--- src/rtl/repl_victim_ctrl_pkg.sv ---
// Shared definitions for the miss-handling victim controller: state encoding,
// beat-counter sizing and way index/one-hot conversion.
package repl_defs;

  typedef enum logic [2:0] {
    IDLE   = 3'd0,
    SELECT = 3'd1,
    RDVIC  = 3'd2,
    WB     = 3'd3,
    REQ    = 3'd4,
    FILL   = 3'd5,
    COMMIT = 3'd6
  } victim_state_t;

  // Widest supported associativity; narrower configurations slice the low bits.
  localparam int MAX_WAYS  = 4;
  localparam int WAY_IDX_W = 2;

  function automatic int beat_cnt_w(input int beats);
    return (beats > 1) ? $clog2(beats) : 1;
  endfunction

  function automatic logic [MAX_WAYS-1:0] idx_to_onehot(input logic [WAY_IDX_W-1:0] idx);
    logic [MAX_WAYS-1:0] oh;
    oh      = '0;
    oh[idx] = 1'b1;
    return oh;
  endfunction

  function automatic logic [WAY_IDX_W-1:0] onehot_to_idx(input logic [MAX_WAYS-1:0] oh);
    logic [WAY_IDX_W-1:0] idx;
    idx = '0;
    for (int i = 0; i < MAX_WAYS; i++) begin
      if (oh[i]) idx = i[WAY_IDX_W-1:0];
    end
    return idx;
  endfunction

endpackage

--- src/rtl/repl_victim_ctrl_line_assembler.sv ---
// Refill line builder: places in-order memory beats into the line register
// and flags the final beat of a burst.
module line_assembler
  import repl_defs::*;
#(
  parameter int LINE_WIDTH = 256,
  parameter int MEM_WIDTH  = 32
) (
  input  logic                  clk,
  input  logic                  rst,
  input  logic                  clear,
  input  logic                  beat_valid,
  input  logic [MEM_WIDTH-1:0]  beat_data,
  output logic                  last,
  output logic [LINE_WIDTH-1:0] line
);

  localparam int BEATS = LINE_WIDTH / MEM_WIDTH;
  localparam int CNT_W = beat_cnt_w(BEATS);

  logic [CNT_W-1:0]      r_cnt;
  logic [LINE_WIDTH-1:0] r_line;

  // The counter wraps to zero after the final beat because BEATS is a power of two.
  always_ff @(posedge clk) begin
    if (rst) begin
      r_cnt  <= '0;
      r_line <= '0;
    end else if (clear) begin
      r_cnt <= '0;
    end else if (beat_valid) begin
      r_line[r_cnt*MEM_WIDTH +: MEM_WIDTH] <= beat_data;
      r_cnt                                <= r_cnt + 1'b1;
    end
  end

  assign last = beat_valid && (r_cnt == CNT_W'(BEATS - 1));
  assign line = r_line;

endmodule

--- src/rtl/repl_victim_ctrl.sv ---
// Cache miss controller: chooses a victim way, writes it back when dirty,
// refills the line from memory and reports the fill to the replacement policy.
module repl_victim_ctrl
  import repl_defs::*;
#(
  parameter int SET_ASSOC  = 4,
  parameter int ADDR_WIDTH = 32,
  parameter int LINE_WIDTH = 256,
  parameter int MEM_WIDTH  = 32
) (
  input  logic                         clk,
  input  logic                         rst,
  input  logic                         miss_req,
  input  logic [ADDR_WIDTH-1:0]        miss_addr,
  output logic                         miss_ready,
  input  logic [SET_ASSOC-1:0]         set_valid,
  input  logic [SET_ASSOC-1:0]         set_dirty,
  input  logic [$clog2(SET_ASSOC)-1:0] repl_index,
  output logic [SET_ASSOC-1:0]         victim_way,
  input  logic [ADDR_WIDTH-1:0]        victim_tag_addr,
  input  logic [LINE_WIDTH-1:0]        victim_data,
  output logic                         wb_valid,
  input  logic                         wb_ready,
  output logic [ADDR_WIDTH-1:0]        wb_addr,
  output logic [LINE_WIDTH-1:0]        wb_data,
  output logic                         mem_req,
  input  logic                         mem_gnt,
  output logic [ADDR_WIDTH-1:0]        mem_addr,
  input  logic                         mem_rvalid,
  input  logic [MEM_WIDTH-1:0]         mem_rdata,
  output logic                         fill_we,
  output logic [LINE_WIDTH-1:0]        fill_data,
  output logic [SET_ASSOC-1:0]         access,
  output logic                         update
);

  localparam int IDX_W = $clog2(SET_ASSOC);

  victim_state_t r_state;
  victim_state_t w_next;

  logic [ADDR_WIDTH-1:0] r_miss_addr;
  logic [SET_ASSOC-1:0]  r_victim_way;
  logic                  r_victim_dv;
  logic [ADDR_WIDTH-1:0] r_wb_addr;
  logic [LINE_WIDTH-1:0] r_wb_data;

  logic [IDX_W-1:0]     w_sel_idx;
  logic [WAY_IDX_W-1:0] w_sel_idx_ext;
  logic [MAX_WAYS-1:0]  w_sel_oh_full;
  logic [SET_ASSOC-1:0] w_sel_oh;
  logic                 w_sel_dv;
  logic                 w_clear;
  logic                 w_beat_valid;
  logic                 w_last;

  // Free ways win over the policy; the descending scan leaves the lowest free way.
  always_comb begin
    w_sel_idx = repl_index;
    for (int i = SET_ASSOC - 1; i >= 0; i--) begin
      if (!set_valid[i]) w_sel_idx = i[IDX_W-1:0];
    end
  end

  assign w_sel_idx_ext = WAY_IDX_W'(w_sel_idx);
  assign w_sel_oh_full = idx_to_onehot(w_sel_idx_ext);
  assign w_sel_oh      = w_sel_oh_full[SET_ASSOC-1:0];
  assign w_sel_dv      = set_dirty[w_sel_idx] & set_valid[w_sel_idx];

  always_ff @(posedge clk) begin
    if (rst) r_state <= IDLE;
    else     r_state <= w_next;
  end

  always_comb begin
    w_next  = r_state;
    w_clear = 1'b0;
    case (r_state)
      IDLE:    if (miss_req) w_next = SELECT;
      SELECT:  w_next = RDVIC;
      RDVIC:   w_next = r_victim_dv ? WB : REQ;
      WB:      if (wb_ready) w_next = REQ;
      REQ: begin
        if (mem_gnt) begin
          w_next  = FILL;
          w_clear = 1'b1;
        end
      end
      FILL:    if (w_last) w_next = COMMIT;
      COMMIT:  w_next = IDLE;
      default: w_next = IDLE;
    endcase
  end

  always_ff @(posedge clk) begin
    if (rst) begin
      r_miss_addr  <= '0;
      r_victim_way <= '0;
      r_victim_dv  <= 1'b0;
      r_wb_addr    <= '0;
    end else begin
      if (r_state == IDLE && miss_req) r_miss_addr <= miss_addr;
      if (r_state == SELECT) begin
        r_victim_way <= w_sel_oh;
        r_victim_dv  <= w_sel_dv;
      end else if (r_state == COMMIT) begin
        r_victim_way <= '0;
      end
      if (r_state == RDVIC) r_wb_addr <= victim_tag_addr;
    end
  end

  // Victim line arrives one cycle after SELECT and is held for the writeback.
  always_ff @(posedge clk) begin
    if (r_state == RDVIC) r_wb_data <= victim_data;
  end

  assign w_beat_valid = (r_state == FILL) && mem_rvalid;

  line_assembler #(
    .LINE_WIDTH (LINE_WIDTH),
    .MEM_WIDTH  (MEM_WIDTH)
  ) u_line_assembler (
    .clk        (clk),
    .rst        (rst),
    .clear      (w_clear),
    .beat_valid (w_beat_valid),
    .beat_data  (mem_rdata),
    .last       (w_last),
    .line       (fill_data)
  );

  assign miss_ready = (r_state == IDLE);
  assign wb_valid   = (r_state == WB);
  assign mem_req    = (r_state == REQ);
  assign fill_we    = (r_state == COMMIT);
  assign update     = (r_state == COMMIT);
  assign access     = (r_state == COMMIT) ? r_victim_way : '0;
  assign victim_way = r_victim_way;
  assign wb_addr    = r_wb_addr;
  assign wb_data    = r_wb_data;
  assign mem_addr   = r_miss_addr;

endmodule

--- config.mk ---
export PLATFORM = sky130hd
export DESIGN_NAME = repl_victim_ctrl
export DESIGN_NICKNAME = d
export VERILOG_FILES = /design/src/rtl/repl_victim_ctrl_pkg.sv /design/src/rtl/repl_victim_ctrl_line_assembler.sv /design/src/rtl/repl_victim_ctrl.sv
export SDC_FILE = /design/constraint.sdc
export NUM_CORES = 1
export LEC_CHECK = 0
export CAP_MARGIN = 10
export CELL_PAD_IN_SITES_DETAIL_PLACEMENT = 0
export CELL_PAD_IN_SITES_GLOBAL_PLACEMENT = 1
export CORE_AREA = 2 2 374 376
export DETAILED_ROUTE_END_ITERATION = 6
export DIE_AREA = 0 0 376 378
export GPL_ROUTABILITY_DRIVEN = 0
export PLACE_DENSITY_LB_ADDON = 0.1
export RECOVER_POWER = 25
export SLEW_MARGIN = 25
export SYNTH_ARGS = -nofsm -noshare
export SYNTH_HDL_FRONTEND = slang
export SYNTH_SLANG_ARGS = --single-unit
--- constraint.sdc ---
create_clock -name clk -period 12.5 [get_ports clk]
set_input_delay 2.5 -clock clk [delete_from_list [all_inputs] [get_ports clk]]
set_output_delay 2.5 -clock clk [all_outputs]
set_load 0.02 [all_outputs]
Yosys cells after proc, flatten, opt, wreduce, memory -nomap -nowiden

Index checks and enable logic that the tools add are counted.

Bits in registers: 587
Input port bits: 368
Output and inout bits: 589
Logic and storage cells: 58

Add/sub/neg operators: 2
Magnitude comparators: 2
Eq/ne operators: 11
Shift operators: 2
Muxes and demuxes: 22
Bitwise operators: 2
Reduce and logical (&&, ||, !) cells: 9

Operator list:

| kind                      | count |
|---|---|
| $bwmux 256                | 1 |
| $shift 32x34->256 const A | 1 |
| $shiftx 32x34->256        | 1 |
| $neg 8->34                | 1 |
| $pmux 3 s6                | 1 |
| $mux 3                    | 5 |
| $eq 3x3->1 const B        | 4 |
| $mux 4                    | 3 |
| $mux 2                    | 4 |
| $eq 3x2->1 const B        | 2 |
| $ne 2x1->1 const B        | 3 |
| $mux 1                    | 5 |
| $bmux 1 s2                | 2 |
| $logic_and 1x1->1         | 4 |
| $reduce_and 4->1          | 1 |
| $add 3x1->3 const B       | 1 |
| $eq 3x1->1 const B        | 1 |
| $logic_not 3->1           | 1 |
| $lt 2x3->1 const B        | 1 |
| $demux 1 s2               | 1 |
| $ge 2x1->1 const B        | 1 |
| $ne 2x2->1 const B        | 1 |
| $reduce_and 2->1          | 1 |
| $reduce_bool 2->1         | 1 |
| 3 further kinds           | 3 |

Depth between registers and ports, before layout

Depth in word-level cells: 9
Depth in mapped cells: 9
Mapped depth without buffers: 7

By module

A second synthesis with hierarchy kept.

Cells, all modules: 1683
Area total of the unflattened synthesis: 21430.6 µm²

Modules (own cells, without submodules):

| module           | times used | cells each | area each (µm²) | seq. area each (µm²) |
|---|---|---|---|---|
| line_assembler   | 1          | 1079       | 10995.5         | 5185.0 |
| repl_victim_ctrl | 1          | 604        | 10435.0         | 9128.8 |

Worst setup path after synthesis

OpenSTA, ideal clock, no wires.

Kind: reg-to-reg
Start: reg r_state[2]
End: reg r_wb_data[0], in the netlist wb_data[0] (enable)
Library setup time: 720 ps
Arrival: 8028 ps
Data required time: 11780 ps
Path slack: 3753 ps
Cell stages (with the launch flop): 6
Buffers on the path: 2
Period minus slack after synthesis: 8747 ps
Cell sequence: dfxtp_1 clkbuf_1 nor2b_1 nand2_1 inv_1 buf_1

Cells in the longest elaborated chain, start to end: 1

Ends and longest elaborated chain:

| what                   | line                    | RTL |
|---|---|---|
| start, declared        | repl_victim_ctrl.sv:39  | `victim_state_t r_state;` |
| start signal, assigned | repl_victim_ctrl.sv:72  | `else r_state <= w_next;` |
| $eq 3x2->1             | repl_victim_ctrl.sv:115 | `if (r_state == RDVIC) r_wb_data <= victim_data;` |
| end signal, assigned   | repl_victim_ctrl.sv:115 |  |
| end, declared          | repl_victim_ctrl.sv:46  | `logic [LINE_WIDTH-1:0] r_wb_data;` |

Every way passes these cells.
A chain may end at the register's enable or synchronous reset.

Worst setup path after layout

Start: reg r_state[0]
End: reg r_wb_data[206], in the netlist wb_data[206] (enable)

Same word-level chain as after synthesis.

==> results.cfg <==
[outcome]
status = finished with violations
violations = max-capacitance violations, max-slew violations

[yosys]
synth-edff-count = 256
synth_area_per_cell_um2 = 11.2
ys_seq_area_frac = 0.706
ys.flop_type = dfxtp_1
synthDistinctLibCells = 43
synth_async_sr_flop_share = 0
yosys.area_share.simple = 0.167
synth_nets = 2179
synth_top_family_by_area = simple AND/OR/NAND/NOR gates
synth_compound_area_frac = 0.0849
synth_xor_area_frac = 0.000432
synthMuxAreaShare = 0.00210
synthAdderAreaFrac = 0.00309
syn-instance-count = 1806
syn_area_mm2 = 0.0203
synth_seq_cells = 587
yosys_warnings = 0

[worst_setup_path]
r2r_slack_ps = 4530
cp-startpoint = r_state[0]
endpoint = wb_data[206]
timing_worst_setup_path_type = reg -> reg
cp.arrival_ps = 8250
cp.required_ps = 12790
critPathMaxFanout = 125
crit_path_end_kind = flip-flop
start_kind = flip-flop
r2r_cells = 6
r2r-start = r_state[0]
timing.rr.end = wb_data[206]

[power]
p_per_area_mw_per_mm2 = 153
vdd_drop_max_mv = 0.0805
power_frac_seq = 0.419
netSwitchingFraction = 0.273
switchingPower_mw = 1.43
power.internal_mw = 3.81
p_comb_frac = 0.141
clock_power_share = 0.440
p_leak_nw = 11.2

[final_layout]
area_growth_pct = 69.5
seq_area_mm2 = 0.0143
fillers = 14700
final_common_cell = clkdlybuf4s50_1
nets = 3076
final_layout_size_suffix_gt1_frac = 0.0578
layout_common_cells = clkdlybuf4s50_1, dfxtp_1, nand2_1, dlygate4sd3_1, edfxtp_1
multiInputGateArea_mm2 = 0.00528

[route]
firstDrtPassIters = 5
drt_iter0_drc = 972
drcViolationCount = 0
avgViaCountPerCell = 3.82
wl_per_cell_um = 27.5
postRouteAntennaNets = 0
vias = 17600
wl_mm = 127

[clock_network]
root_buffer = clkbuf_16
cts.clk_slew.worst_paths_ps = 60
post_cts_resized = 0
cts_tree = yes
cts_buffers = 82
h-tree-depth = 3
clock-sinks = 587
postCtsSetupBuffers = 0
clk_latency_ps = 670
cts_buffer_depth = 3
cts_hold_buf = 0

[global_route]
track_usage = 0.171
grt_max_degree = 206
grt_overflow = 0
first_global_vias = 17600
grt_pass1_wl_mm = 164
antenna_found_initial = 77

[sta]
tns_ps = 0
skew_ps = 19.4
max_freq_ghz = 0.126
finalCriticalPeriod_ps = 7970
rsz0062_at_grt = no
post-route-period-util = 0.637
worst_hold_slack_ps = 453
hold_violations = 0
slew_headroom = -2.93
drv_slew = 126
tightest_slew_ps = 5860
setup_violations = 0

[placement]
io_buffers = 956
hpwl_mm = 94.4

[floorplanning]
core_mm2 = 0.139
ios = 957
num_rows = 137
die_h_um = 378
fp.dieW_um = 376
initial_utilization = 0.146
dieArea_mm2 = 0.142

[flow_run]
drv_cap = 1

[hold_path]
hp-class = reg -> reg
## worst max-delay path, cell delays in order, from the launching register on
cell,delay [ps]
dfxtp_1,520
inv_1,210
nand2_1,110
buf_4,380
clkinvlp_2,4390
buf_12,1440
buf_16,320
## kinds of logic (layout without fill, tap and decap cells)
logic type	after synthesis	after routing
AO/OA/AOI/OAI	336	336
XOR/XNOR	1	1
adder cells (fa/ha/maj)	5	5
buffers and inverters	171	1135
flip-flops	587	587
multiplexers	3	3
other	0	30
AND/OR/NAND/NOR	703	703
## synthesized netlist by cell type (3+ instances only)
cell type  count  area share
dfxtp_1      331        0.33
nand2_1      330       0.061
edfxtp_1     256        0.38
a21oi_1      227       0.056
nand3_1      219       0.054
clkbuf_1     113       0.021
nand2b_1     102       0.031
o21ai_0       73       0.018
buf_2         39      0.0096
o21ai_1       26      0.0064
nor2_1        11      0.0020
inv_1          8      0.0015
nand4_1        7      0.0022
ha_1           5      0.0031
nor3_1         5      0.0012
nor4_4         5      0.0052
and2_1         4      0.0012
buf_1          4     0.00074
buf_6          4      0.0022
or3_1          4      0.0012
buf_4          3      0.0011
nor3_2         3      0.0015
## power by group through the flow
stage / registers [mW] / logic (mW) / clock network [mW]
after floorplan: 2.39 / 0.151 / 0
after global placement: 2.22 / 0.771 / 0
after detailed placement: 2.23 / 0.771 / 0
after CTS: 2.19 / 0.774 / 2.41
after global routing: 2.21 / 0.781 / 2.47
final: 2.19 / 0.740 / 2.31
## state kept, by name, summed over array words and instances (netlist names)
name	count
r_victim_dv	1
wb_data	256
victim_way	4
u_line_assembler.line	256
u_line_assembler.r_cnt	3
wb_addr	32
mem_addr	32
r_state	3
## layer usage
metal	wire, µm	GRT usage	part of all wire	vias to the layer above
li1	-	-	-	8088
met1	45600	0.179	0.36	8528
met2	61400	0.293	0.48	744
met3	15000	0.0865	0.12	199
met4	4300	0.0587	0.034	36
met5	240	0	0.0019	-
## per-stage QoR
stage	instances	total power [mW]	instance area (µm²)	utilization	setup slack [ps]
global route	4589	5.46	34300	0.248	3600
detailed placement	4425	3.00	31700	0.229	7250
CTS	4576	5.37	34300	0.247	7250
finish	4607	5.24	34400	0.248	4530
global placement	4423	2.99	31600	0.228	7270
floorplan	1806	2.54	20300	-	3750
## cell type report
class | instances | share of cell area
flip-flops and latches | 587 | 0.417
diodes | 30 | 0.00218
repair buffers | 976 | 0.285
clock buffers | 121 | 0.0681
inverters | 8 | 0.000910
clock inverters | 30 | 0.00765
well taps | 1807 | 0.0658
multi-input cells | 1048 | 0.154
## worst min path at each step
stage / end / cells past startpoint / slack (ps) / startpoint
floorplan: r_victim_dv / 2 / 490 / r_victim_dv
global placement: u_line_assembler.line[97] / 2 / 440 / u_line_assembler.line[97]
detailed placement: u_line_assembler.line[162] / 2 / 440 / u_line_assembler.line[162]
CTS: wb_addr[5] / 2 / 450 / wb_addr[5]
global route: u_line_assembler.line[31] / 2 / 470 / u_line_assembler.line[31]
finish: wb_addr[31] / 2 / 450 / wb_addr[31]
Note: power is estimated with default switching activity, not from simulation.
